`src/rtl/pipelined_shifter.sv`:
```
// Pipelined barrel shifter (LSL/LSR/ASR, optional ROL/ROR) with a valid/ready handshake and a global stall.
// Define PIPELINED_SHIFTER_ROTATE_EN to build the rotate datapath; otherwise Op 011/100 are reported as illegal.
module pipelined_shifter #(
  parameter int nBITS  = 32,
  parameter int STAGES = 2
) (
  input  logic                     Clock,
  input  logic                     Reset_n,
  input  logic                     InValid,
  output logic                     InReady,
  input  logic [nBITS-1:0]         In,
  input  logic [$clog2(nBITS)-1:0] ShiftAmount,
  input  logic [2:0]               Op,
  output logic                     OutValid,
  input  logic                     OutReady,
  output logic [nBITS-1:0]         Out,
  output logic                     CarryOut,
  output logic                     Zero,
  output logic                     IllegalOp
);
  localparam int AW   = $clog2(nBITS);
  localparam int LVLS = AW;
  localparam int LPS  = (LVLS + STAGES - 1) / STAGES;
  localparam logic [2:0] OP_LSL = 3'd0, OP_LSR = 3'd1, OP_ASR = 3'd2;
`ifdef PIPELINED_SHIFTER_ROTATE_EN
  localparam logic [2:0] OP_ROL = 3'd3, OP_ROR = 3'd4;
  localparam logic [2:0] OP_MAX = 3'd4;
`else
  localparam logic [2:0] OP_MAX = 3'd2;
`endif
  localparam logic [nBITS-1:0] ONE  = nBITS'(1);
  localparam logic [AW-1:0]    AONE = AW'(1);

  typedef struct packed {
    logic [nBITS-1:0] data;
    logic [2:0]       op;
    logic [AW-1:0]    amt;
    logic             sign;
    logic             carry;
    logic             zero;
    logic             ill;
  } stage_t;

  // One binary level: shift by 2^k when amt bit k is set; carry tracks the last bit pushed out.
  function automatic stage_t do_level(input stage_t x, input int k);
    stage_t y;
    int     d;
    y = x;
    d = 1 << k;
    if ((|(x.amt & (AONE << k))) && !x.ill) begin
      case (x.op)
        OP_LSL: begin
          y.carry = |(x.data & (ONE << (nBITS - d)));
          y.data  = x.data << d;
        end
        OP_LSR: begin
          y.carry = |(x.data & (ONE << (d - 1)));
          y.data  = x.data >> d;
        end
        OP_ASR: begin
          y.carry = |(x.data & (ONE << (d - 1)));
          y.data  = (x.data >> d) | ({nBITS{x.sign}} << (nBITS - d));
        end
`ifdef PIPELINED_SHIFTER_ROTATE_EN
        OP_ROL: begin
          y.data  = (x.data << d) | (x.data >> (nBITS - d));
          y.carry = y.data[0];
        end
        OP_ROR: begin
          y.data  = (x.data >> d) | (x.data << (nBITS - d));
          y.carry = y.data[nBITS-1];
        end
`endif
        default: ;
      endcase
    end
    return y;
  endfunction

  logic              advance;
  logic [STAGES:1]   vld_pipe_q;
  stage_t            head;
  stage_t            src   [STAGES];
  stage_t            nxt   [STAGES];
  stage_t            stg_q [STAGES];

  // Global stall: every stage holds together, so bubbles are never squeezed out.
  assign advance = !vld_pipe_q[STAGES] || OutReady;
  assign InReady = advance;

  always_comb begin
    head      = '0;
    head.data = In;
    head.op   = Op;
    head.amt  = ShiftAmount;
    head.sign = In[nBITS-1];
    head.ill  = (Op > OP_MAX);
  end

  always_ff @(posedge Clock or negedge Reset_n) begin
    if (!Reset_n) begin
      vld_pipe_q <= '0;
    end else if (advance) begin
      vld_pipe_q[1] <= InValid;
      for (int s = 2; s <= STAGES; s++) vld_pipe_q[s] <= vld_pipe_q[s-1];
    end
  end

  for (genvar s = 0; s < STAGES; s++) begin : g_stage
    localparam int LO = s * LPS;
    localparam int HI = ((s + 1) * LPS < LVLS) ? (s + 1) * LPS : LVLS;

    if (s == 0) begin : g_head
      assign src[s] = head;
    end else begin : g_mid
      assign src[s] = stg_q[s-1];
    end

    always_comb begin
      stage_t v;
      v = src[s];
      for (int k = LO; k < HI; k++) v = do_level(v, k);
      v.zero = (v.data == '0);
      nxt[s] = v;
    end

    always_ff @(posedge Clock or negedge Reset_n) begin
      if (!Reset_n)     stg_q[s] <= '0;
      else if (advance) stg_q[s] <= nxt[s];
    end
  end

  assign OutValid  = vld_pipe_q[STAGES];
  assign Out       = stg_q[STAGES-1].data;
  assign CarryOut  = stg_q[STAGES-1].carry;
  assign Zero      = stg_q[STAGES-1].zero;
  assign IllegalOp = stg_q[STAGES-1].ill;
endmodule

```
`config.mk`:
```
export PLATFORM = sky130hd
export DESIGN_NAME = pipelined_shifter
export DESIGN_NICKNAME = d
export VERILOG_FILES = /design/src/rtl/pipelined_shifter.sv
export SDC_FILE = /design/constraint.sdc
export NUM_CORES = 1
export LEC_CHECK = 0
export CAP_MARGIN = 30
export CORE_MARGIN = 2
export CORE_UTILIZATION = 40
export DETAILED_ROUTE_END_ITERATION = 12
export MAX_ROUTING_LAYER = met4
export RECOVER_POWER = 25
export SLEW_MARGIN = 20
export SYNTH_ARGS = -nofsm -noshare
export SYNTH_HDL_FRONTEND = slang
export SYNTH_SLANG_ARGS = --single-unit
```
`constraint.sdc`:
```
create_clock -name Clock -period 3.8 [get_ports Clock]
set_clock_uncertainty 0.15 [all_clocks]
set_input_delay 0.38 -clock Clock [delete_from_list [all_inputs] [get_ports Clock]]
set_output_delay 0.38 -clock Clock [all_outputs]
set_load 0.005 [all_outputs]
```
# [Yosys cells after proc, flatten, opt, wreduce, memory -nomap -nowiden]
# Cells that the tools add are included.
[classes] n_addsub=0 n_mul=0 div=0 n_lt_le_gt_ge=1 n_eq_ne=4 shift=0 muxes=20 n_bitwise=5 reduce_logical=14
[op_table] op="$pmux 32 s3" count=5
[op_table] op="$mux 32" count=5
[op_table] op="$logic_not 32->1" count=1
[op_table] op="$or 16x32->32" count=1
[op_table] op="$or 24x32->32" count=1
[op_table] op="$or 28x32->32" count=1
[op_table] op="$or 30x32->32" count=1
[op_table] op="$or 31x32->32" count=1
[op_table] op="$pmux 1 s2" count=5
[op_table] op="$eq 3x1->1 const B" count=2
[op_table] op="$eq 3x2->1 const B" count=2
[op_table] op="$logic_not 3->1" count=2
[op_table] op="$logic_and 1x1->1" count=5
[op_table] op="$mux 1" count=5
[op_table] op="$reduce_or 2->1" count=2
[op_table] op="$gt 3x2->1 const B" count=1
[op_table] op="$logic_not 1->1" count=3
[op_table] op="$logic_or 1x1->1" count=1
[totals] reg_bits=80 latch_bits=0 mem_bits_rw=0 mem_bits_ro=0 inputBits=44 output_inout_bits=37 wordCells=55 n_memories=0

# [Depth between registers and ports, before layout]
# Gate-level depths: netlist of run 1.
[logic_depth] word_depth=10 mapped_depth=11 depth_no_buf=7

# [Least setup slack after synthesis of run 1]
# Ideal clock, no wire load.
[synth_path] path_type="register to register" start="reg stg_q, in the netlist g_stage[1].$7.v[11]" end="reg stg_q, in the netlist Zero" setup_ns=0.068 t_arrival_ns=2.192 path_slack_ns=1.390 path_stages_with_launch=10 path_buffers=3 path_cell_list="dfrtp_1 -> buf_6 -> or3b_1 -> buf_6 -> buf_6 -> a222oi_1 -> a2bb2oi_1 -> o2111ai_1 -> nor4_1 -> a32o_1"
[synth_between] elab_chain_cells=7 word_cells_on_any_way=9 cone_classes="eq/ne: 2; mux: 4; bitwise: 1; reduce/logical: 2"
[synth_rtl] element="from (decl)" line="85" rtl="stage_t stg_q [STAGES];"
[synth_rtl] element="from (signal, indexed assignment)" line="129" rtl="else if (advance) stg_q[s] <= nxt[s];"
[synth_rtl] element="$eq 3x2->1 (tied with other cells)" line="51" rtl="case (x.op)"
[synth_rtl] element="$pmux 32 s3" line="51"
[synth_rtl] element="$mux 32" line="50" rtl="if ((|(x.amt & (AONE << k))) && !x.ill) begin"
[synth_rtl] element="$or 16x32->32" line="62" rtl="y.data = (x.data >> d) | ({nBITS{x.sign}} << (nBITS - d));"
[synth_rtl] element="$pmux 32 s3" line="51"
[synth_rtl] element="$mux 32 *" line="50"
[synth_rtl] element="$logic_not 32->1 *" line="123" rtl="v.zero = (v.data == '0);"
# Mark *: on every way between the ends. The rest lies on a longest branch, timed or not.
# A chain may end at the register's enable or synchronous reset.

# [Final worst setup path of run 1]
[layout_path] start="in Op[0]" end="reg stg_q, in the netlist src[30]"
[layout_between] elab_chain_cells=10 word_cells_on_any_way=16 cone_classes="order compare: 1; eq/ne: 2; mux: 6; bitwise: 2; reduce/logical: 5"
[layout_rtl] element="from (decl)" line="13" rtl="input logic [2:0] Op,"
[layout_rtl] element="$gt 3x2->1" line="97" rtl="head.ill = (Op > OP_MAX);"
[layout_rtl] element="$logic_not 1->1" line="50"
[layout_rtl] element="$logic_and 1x1->1" line="50"
[layout_rtl] element="$mux 32" line="50"
[layout_rtl] element="$or 30x32->32" line="62"
[layout_rtl] element="$pmux 32 s3" line="51"
[layout_rtl] element="$mux 32" line="50"
[layout_rtl] element="$or 28x32->32" line="62"
[layout_rtl] element="$pmux 32 s3" line="51"
[layout_rtl] element="$mux 32 *" line="50"
# Marks and branches as above.

==> metrics, run 1 <==
antenna violations before repair=0; Post-synth top cells=o21ai_0 (129), nor2_1 (80), nand2_1 (78); CTS Root Cell=clkbuf_16; Worst Reg-to-Reg Cells=7; post-synth top area cell=dfrtp_1; FILL cells=1526; Hold Path Stages=2; Die X=128 um; max-capacitance violation count=0; reg2reg end=Zero; most frequent cell after synthesis=o21ai_0; Leakage=2.73 nW; ys flop type=dfrtp_1; worst r2r src=g_stage[1].$7.v[9]; VDD IR-drop max=301 uV; dpl hpwl=18000 um; Core Box Area=15100 sq um; post-synth cell types=63; RSZ-0062 raised after global routing=false; Nets=895; layout cells sized above 1=0.0736; GRT overflow=0; Routed WL=24500 um; register area share after synthesis=0.312; Cells after Synth=813; Final Hold Fails=0; vias in the first global route=6739; number of synthesized flops with an enable pin=0; Worst-Skew Late Latency=0.34 ns; combinational power share=0.395; GRT Util Overall=0.309; Crit. End Element=flip-flop; routed wire length per instance=23.4 um; Die H=128 um; Async SR Flop Fraction=1.00; crit-path max FO=19; Final Non-Filler Cells=1044; average size of a mapped cell=7.61 sq um; min cycle time layout=3.40 ns; CTS buffer count=9; Tcrit/Tclk final=0.895; number of core rows=45; first-pass GRT wire length=38600 um; WP data required=3.92 ns; pins over their slew limit=0; achievable clock frequency=0.294 GHz; placed cells=1026; gpl congestion=0.994; largest net degree at the start of global routing=87; startpoint types=input pin; Setup crit end=src[30]; area grow syn2layout=20.4%; sequential share of power=0.354; Initial Utilization=0.408; worst relative slew slack=0.0757; Die Area=16500 sq um; I/O Pins=81; vias per cell=6.84; ranking of synthesized cells by area=dfrtp_1 (31%), o21ai_0 (10%), a21oi_1 (5.4%); hold crit path type=reg -> reg; Post-Syn Nets=857; CP arrival=3.52 ns; outcome=finished clean; TritonRoute pass-1 iters=6; Post-Syn Area=6180 sq um; Sw Ratio=0.394; Clock Sinks=77; PD cells=460 nW/um^2; WS Path Type=in -> reg; diodes inserted=0; clock tree buffer depth=2; Clk pwr share=0.251; NetSw=1.35 mW; FF+latch count, synth=77; DRC viols=0; share of the synthesized area in the top cell type=0.312; Detailed Route Iter0 Violations=993; DRT antenna net count=0; vias=7146; Critical path origin=Op[0]; synth warn=0; # port buffers=80; TritonCTS clock tree=yes; Post-CTS Setup Bufs=0; setup TNS=0 ns; reg-to-reg slack, setup=0.60 ns; Slew @ Worst Pin=1.39 ns; internal power=2.08 mW; Reg clk slew, reported paths=0.07 ns; htree depth=3; # setup viols final=0
-- cell type report --
| type | count | area, sq um | share of cell area |
|---|---|---|---|
| Clock buffer | 9 | 225 | 0.0302 |
| Clock inverter | 7 | 63.8 | 0.00857 |
| Inverter | 8 | 30.0 | 0.00403 |
| Multi-Input combinational cell | 642 | 3890 | 0.522 |
| Sequential cell | 77 | 1930 | 0.259 |
| Tap cell | 188 | 235 | 0.0316 |
| Timing Repair Buffer | 113 | 1080 | 0.145 |
-- sequential cells by signal (all words and copies together) (netlist names) --
signal        flops
src              33
vld_pipe_q        2
g_stage.$7.v      7
Zero              1
Out              32
IllegalOp         1
CarryOut          1
-- power by group through the flow --
| stage | Combinational [mW] | Clock, mW | Sequential, mW |
|---|---|---|---|
| finish | 1.36 | 0.860 | 1.21 |
| global route | 1.48 | 0.907 | 1.24 |
| CTS | 1.34 | 0.874 | 1.21 |
| detailed placement | 1.34 | 0 | 1.22 |
| global placement | 1.33 | 0 | 1.21 |
| floorplan | 0.759 | 0 | 1.16 |
-- cell families after synthesis --
logic type,share of synthesized area
AO/OA/AOI/OAI,0.441
AND/OR/NAND/NOR,0.165
buffers and inverters,0.0631
flip-flops,0.312
multiplexers,0.0160
XOR/XNOR,0.00283
-- repair_timing --
| item | in CTS | in global routing |
|---|---|---|
| gates resized for setup | 0 | 0 |
| hold buffers | 0 | 1 |
| endpoints found under the hold margin | 0 | 22 |
-- metal layers --
| layer | GRT usage | wire [um] | vias up |
|---|---|---|---|
| met4 | 0.125 | 913 | 0 |
| met5 | - | 0 | - |
| met2 | 0.497 | 11700 | 407 |
| met3 | 0.0470 | 1750 | 82 |
| li1 | - | - | 3221 |
| met1 | 0.391 | 10200 | 3436 |
-- stage by stage --
stage / setup slack [ns] / cell area, sq um / util / total power [mW] / hold WS (ns)
global route: 0.212 / 7450 / 0.492 / 3.62 / 0.351
global placement: 0.212 / 7150 / 0.472 / 2.54 / 0.290
CTS: 0.516 / 7440 / 0.491 / 3.42 / 0.0862
finish: 0.400 / 7450 / 0.492 / 3.43 / 0.312
floorplan: 1.39 / 6180 / - / 1.92 / -0.0656
detailed placement: 0.171 / 7150 / 0.472 / 2.56 / 0.299
-- placed cells by master, fill, tap and decap left out, types with 3 or more instances in the layout --
cell / synthesis / routed
o211ai_1: 6 / 6
o21ai_0: 129 / 129
nand3_1: 10 / 10
a32oi_1: 37 / 37
nand2_1: 78 / 78
a221o_1: 14 / 14
a211oi_1: 14 / 14
o22ai_1: 19 / 19
nor3_1: 10 / 9
a32o_1: 3 / 3
o221ai_1: 4 / 4
dfrtp_1: 77 / 77
a31oi_1: 5 / 5
nor2_1: 80 / 80
nor4_1: 5 / 5
and2_1: 9 / 9
nand2b_1: 9 / 9
buf_4: 0 / 28
o31ai_1: 6 / 6
a22o_1: 9 / 9
o22a_1: 17 / 17
a2bb2oi_1: 9 / 9
buf_12: 0 / 3
a21o_1: 4 / 4
a221oi_1: 15 / 15
o2bb2ai_1: 13 / 13
mux2_2: 7 / 7
and3_1: 3 / 3
nor2b_1: 6 / 5
a222oi_1: 8 / 8
clkdlybuf4s50_1: 0 / 79
a21oi_1: 67 / 67
a22oi_1: 8 / 8
o21ai_1: 3 / 3
clkbuf_16: 0 / 9
inv_1: 6 / 6
-- worst max-delay path, stage by stage --
cell             delay, ns
clkdlybuf4s50_1       0.68
a21oi_1               0.45
nand2_1               0.29
buf_4                 0.28
o21ai_0               0.53
a221oi_1              0.21
nor2_1                0.38
a221oi_1              0.16
a21oi_1               0.16
-- worst min-delay path by stage --
stage | from | endpoint | slack, ns
3_5_place_dp | vld_pipe_q[1] | vld_pipe_q[2] | 0.30
4_1_cts | Reset_n | Out[19] | 0.09
5_1_grt | IllegalOp | IllegalOp | 0.35
2_1_floorplan | Reset_n | CarryOut | -0.07
6_report | Out[19] | Out[19] | 0.31
3_3_place_gp | vld_pipe_q[1] | vld_pipe_q[2] | 0.29
No activity file was read; power rests on OpenSTA's default activity.
==> inputs of run 2 (changes only) <==
- REMOVE_ABC_BUFFERS: not set -> 1
==> metrics, run 2 (same netlist as run 1, synthesis figures left out) <==
Die X=128 um (unchanged); Routed WL=23300 um (was 24500 um); worst hold slack=0.307 ns (was 0.312 ns); violated checks=capacitance limit, slew limit; post-layout util=0.491 (was 0.492); vias in the first global route=6594 (was 6739); min cycle time layout=3.21 ns (was 3.40 ns); gpl congestion=1.04 (was 0.994); Crit path largest cell delay=0.72 ns (was 0.68 ns); Final Hold Fails=0 (unchanged); Die Area=16500 sq um (unchanged); Crit. End Element=flip-flop (unchanged); Worst Reg-to-Reg Cells=7 (unchanged); VDD IR-drop max=247 uV (was 301 uV); vias=6950 (was 7146); DRC viols=0 (unchanged); vias per cell=6.65 (was 6.84); startpoint types=flip-flop (was input pin); final worst slack=0.591 ns (was 0.400 ns); first-pass GRT wire length=37400 um (was 38600 um); area grow syn2layout=20.1% (was 20.4%); max reg flops=33 (unchanged); worst relative slew slack=-0.267 (was 0.0757); CTS buffer count=9 (unchanged); crit-path max FO=16 (was 19); WP data required=3.94 ns (was 3.92 ns); layout cells sized above 1=0.0747 (was 0.0736); Worst-Skew Late Latency=0.35 ns (was 0.34 ns); RSZ-0062 raised after global routing=false (unchanged); CTS Root Cell=clkbuf_16 (unchanged); FILL cells=1530 (was 1526); dpl ws=0.407 ns (was 0.171 ns); pins over their slew limit=33 (was 0); Clock Sinks=77 (unchanged); setup TNS=0 ns (unchanged); Hold Path Stages=2 (unchanged); hold crit path type=reg -> reg (unchanged); dpl hpwl=17300 um (was 18000 um); max-capacitance violation count=1 (was 0); routed wire length per instance=22.3 um (was 23.4 um); worst-path cell chain=o21ai_0 > and3_1 > a32oi_1 > nor2_1 > nand3_1 > nor4_1 > a32o_1 (was clkdlybuf4s50_1 > a21oi_1 > nand2_1 > buf_4 > o21ai_0 > a221oi_1 > nor2_1 > a221oi_1 > a21oi_1); WS Path Type=reg -> reg (was in -> reg); achievable clock frequency=0.312 GHz (was 0.294 GHz); largest net degree at the start of global routing=78 (was 87); Slew @ Worst Pin=1.90 ns (was 1.39 ns); Nets=896 (was 895); sequential cell area=1930 sq um (unchanged); GRT overflow=0 (unchanged); Detailed Route Iter0 Violations=705 (was 993); TritonRoute pass-1 iters=7 (was 6); I/O Pins=81 (unchanged); Slowest-stage cell, CP=and3_1 (was clkdlybuf4s50_1); Reg clk slew, reported paths=0.06 ns (was 0.07 ns); GRT Util Overall=0.299 (was 0.309); Leakage=2.73 nW (about the same); Die H=128 um (unchanged); DRT antenna net count=0 (unchanged); CP arrival=3.35 ns (was 3.52 ns); commonest cells after routing, fill and taps aside=o21ai_0 (129), nor2_1 (80), clkdlybuf4s50_1 (79) (unchanged); antenna violations before repair=0 (unchanged); number of core rows=45 (unchanged); Post-CTS Setup Bufs=0 (unchanged); clock tree buffer depth=2 (unchanged); htree depth=3 (unchanged); Core Box Area=15100 sq um (unchanged); # setup viols final=0 (unchanged); TritonCTS clock tree=yes (unchanged); # port buffers=80 (unchanged); multi-input logic area=3890 sq um (unchanged); Tcrit/Tclk final=0.845 (was 0.895); diodes inserted=0 (unchanged); outcome=finished with violations (was finished clean); PD cells=453 nW/um^2 (was 460 nW/um^2); Initial Utilization=0.408 (unchanged); commonest non-fill, non-tap cell in the layout=o21ai_0 (unchanged)
[run 2: cell types whose count changed in the layout (fill, tap and decap cells not counted)]
cell	delta
clkbuf_8	+2
clkbuf_2	-1
clkinv_4	-1
buf_4	+4
inv_6	-1
buf_12	-2
clkinv_2	+2
inv_8	-2
[run 2: final cells by class]
type | count | area share
Inverter | 8 | 0.00404
Sequential cell | 77 | 0.259
Timing Repair Buffer | 114 | 0.143
Tap cell | 188 | 0.0317
Clock buffer | 11 | 0.0340
Multi-Input combinational cell | 642 | 0.523
Clock inverter | 5 | 0.00455
[run 2: layer usage]
layer | GRT usage | routed length [um] | vias to the layer above
met1 | 0.390 | 9900 | 3317
met3 | 0.0412 | 1640 | 56
li1 | - | - | 3215
met4 | 0.128 | 827 | 0
met5 | - | 0 | -
met2 | 0.467 | 11000 | 362
[run 2: stage by stage]
step                power (mW)  area, sq um  instances
global route              3.57         7430       1045
finish                    3.36         7430       1045
detailed placement        2.53         7120       1027
floorplan                 1.87         5820        727
global placement          2.51         7120       1027
CTS                       3.36         7400       1043
[run 2: power breakdown]
group / switching [mW] / internal [mW]
Clock: 0.348 / 0.477
Combinational: 0.728 / 0.609
Sequential: 0.193 / 1.01
[run 2: worst max-delay path, delay by kind of cell (launching register included)]
family / cells / cell delay, ns
and+or+nand+nor: 4 / 1.46
AOI/OAI and AO/OA: 3 / 1.02
DFF: 1 / 0.50
[run 2: worst paths after layout]
path / start / to / slack [ns]
max: g_stage[1].$7.v[9] / Zero / 0.59
min: vld_pipe_q[1] / vld_pipe_q[1] / 0.31
max reg2reg: g_stage[1].$7.v[9] / Zero / 0.59
min reg2reg: vld_pipe_q[1] / vld_pipe_q[1] / 0.31
max in group asynchronous: Reset_n / src[13] / 1.46
min in group asynchronous: Reset_n / Out[17] / 0.94
[run 2: timing repair]
item | 4_1_cts | 5_1_grt
hold buffers | 0 | 1
endpoints found under the hold margin | 0 | 32
gates resized for setup | 0 | 0
==> inputs of run 3 (changes only) <==
- clock period: 3.8 -> 3.2 ns (I/O delays scaled with it)
==> metrics, run 3 (same netlist as run 1, synthesis figures left out) <==
Final Hold Fails=0 (unchanged); Clock Sinks=77 (unchanged); vias in the first global route=6617 (was 6594); worst relative slew slack=-0.171 (was -0.267); Reg clk slew, reported paths=0.07 ns (was 0.06 ns); min cycle time layout=2.94 ns; I/O Pins=81 (unchanged); sequential share of power=0.353 (was 0.357); commonest non-fill, non-tap cell in the layout=o21ai_0 (unchanged); RSZ-0062 raised after global routing=false (unchanged); GRT Util Overall=0.299 (about the same); FILL cells=1455 (was 1530); worst hold slack=0.309 ns (was 0.307 ns); PD cells=527 nW/um^2 (was 453 nW/um^2); CTS buffer count=9 (unchanged); number of core rows=45 (unchanged); pins over their slew limit=34 (was 33); Slowest-stage cell, CP=clkdlybuf4s50_1 (was and3_1); max-capacitance violation count=1 (unchanged); combinational power share=0.408 (was 0.398); clock tree buffer depth=2 (unchanged); Crit path largest cell delay=0.54 ns (was 0.72 ns); dpl hpwl=17600 um (was 17300 um); Sw Ratio=0.381 (was 0.377); Die Area=16500 sq um (unchanged); DRC viols=0 (unchanged); first-pass GRT wire length=37300 um (was 37400 um); final instance area=7660 sq um (was 7430 sq um); htree depth=3 (unchanged); achievable clock frequency=0.340 GHz; antenna violations before repair=0 (unchanged); largest net degree at the start of global routing=87 (was 78); Post-CTS Setup Bufs=0 (unchanged); Crit. End Element=flip-flop (unchanged); Die X=128 um (unchanged); vias=7050 (was 6950); Slew @ Worst Pin=1.76 ns (was 1.90 ns); VDD IR-drop max=265 uV (was 247 uV); Core Box Area=15100 sq um (unchanged); layout cells sized above 1=0.101 (was 0.0747); startpoint types=input pin (was flip-flop); placed instance area=7370 sq um (was 7120 sq um); outcome=finished with violations (unchanged); worst-path cell chain=clkdlybuf4s50_1 > a21oi_1 > nand2_1 > buf_4 > buf_4 > o21ai_0 > a221o_1 > o21ai_0 > o22a_1 > a21oi_1 (was o21ai_0 > and3_1 > a32oi_1 > nor2_1 > nand3_1 > nor4_1 > a32o_1); CTS Root Cell=clkbuf_16 (unchanged); commonest cells after routing, fill and taps aside=o21ai_0 (129), nor2_1 (80), clkdlybuf4s50_1 (79) (unchanged); NetSw=1.54 mW (was 1.27 mW); Tcrit/Tclk final=0.918; hold crit path type=reg -> reg (unchanged); violated checks=capacitance limit, slew limit (unchanged); internal power=2.50 mW (was 2.09 mW); vias per cell=6.59 (was 6.65); area grow syn2layout=23.9% (was 20.1%); Pwr Total=4.04 mW (was 3.36 mW); Die H=128 um (unchanged); # setup viols final=0 (unchanged); diodes inserted=0 (unchanged); Worst-Skew Late Latency=0.35 ns (about the same); TritonRoute pass-1 iters=5 (was 7); WS Path Type=in -> reg (was reg -> reg); gpl congestion=0.930 (was 1.04); DRT antenna net count=0 (unchanged); crit-path max FO=23 (was 16); CP arrival=3.06 ns (was 3.35 ns); # port buffers=80 (unchanged); max reg flops=33 (unchanged); Detailed Route Iter0 Violations=772 (was 705); GRT overflow=0 (unchanged); routed wire length per instance=22.1 um (was 22.3 um); Leakage=2.86 nW (was 2.73 nW); Nets=921 (was 896); Initial Utilization=0.408 (unchanged); setup TNS=0 ns (unchanged); Routed WL=23700 um (was 23300 um); Clk pwr share=0.239 (was 0.245); TritonCTS clock tree=yes (unchanged); WP data required=3.32 ns (was 3.94 ns)
## run 3: timing repair
item / in CTS / in global routing
resized for setup: 0 / 0
endpoints found under the hold margin: 0 / 32
hold buffers: 0 / 1
## run 3: final cells by class
cell class / instances / area (sq um) / share of cell area
sequential: 77 / 1930 / 0.251
tap: 188 / 235 / 0.0307
inverter: 8 / 30.0 / 0.00392
multi-input combinational: 642 / 3890 / 0.507
timing repair buffer: 139 / 1300 / 0.170
clock buffer: 9 / 225 / 0.0294
clock inverter: 7 / 57.6 / 0.00751
## run 3: metal layers
| metal | GRT usage | vias to the layer above | share of wire |
|---|---|---|---|
| met5 | - | - | 0 |
| met4 | 0.130 | 0 | 0.037 |
| met3 | 0.0370 | 65 | 0.062 |
| met2 | 0.477 | 357 | 0.48 |
| met1 | 0.382 | 3358 | 0.42 |
| li1 | - | 3270 | - |
## run 3: path summary, 6_finish.rpt
kind	depth (start not counted)	slack [ns]	end	from
setup / recovery	10	0.26	src[27]	Op[0]
hold / removal	1	0.31	vld_pipe_q[2]	vld_pipe_q[1]
setup reg to reg	8	0.27	Zero	g_stage[1].$7.v[7]
hold reg to reg	1	0.31	vld_pipe_q[2]	vld_pipe_q[1]
max in group asynchronous	3	0.53	src[32]	Reset_n
min in group asynchronous	2	0.83	IllegalOp	Reset_n
## run 3: critical path, delay by kind of cell
kind            cells  cell delay, ns
compound gates      6            1.71
buf+inv             3            0.93
simple gates        1            0.10
## run 3: through the flow
step,cells,util,setup slack (ns)
after floorplan,727,-,-2.31
after detailed placement,1052,0.486,-0.0105
after global routing,1070,0.506,0.0479
after CTS,1068,0.505,0.337
after global placement,1052,0.486,0.0560
final,1070,0.506,0.261
## run 3: power by group through the flow
stage / logic (mW) / registers [mW] / clock network, mW
floorplan: 0.830 / 1.40 / 0
global placement: 1.62 / 1.43 / 0
detailed placement: 1.62 / 1.44 / 0
CTS: 1.63 / 1.42 / 0.995
global route: 1.81 / 1.46 / 1.03
finish: 1.65 / 1.43 / 0.966
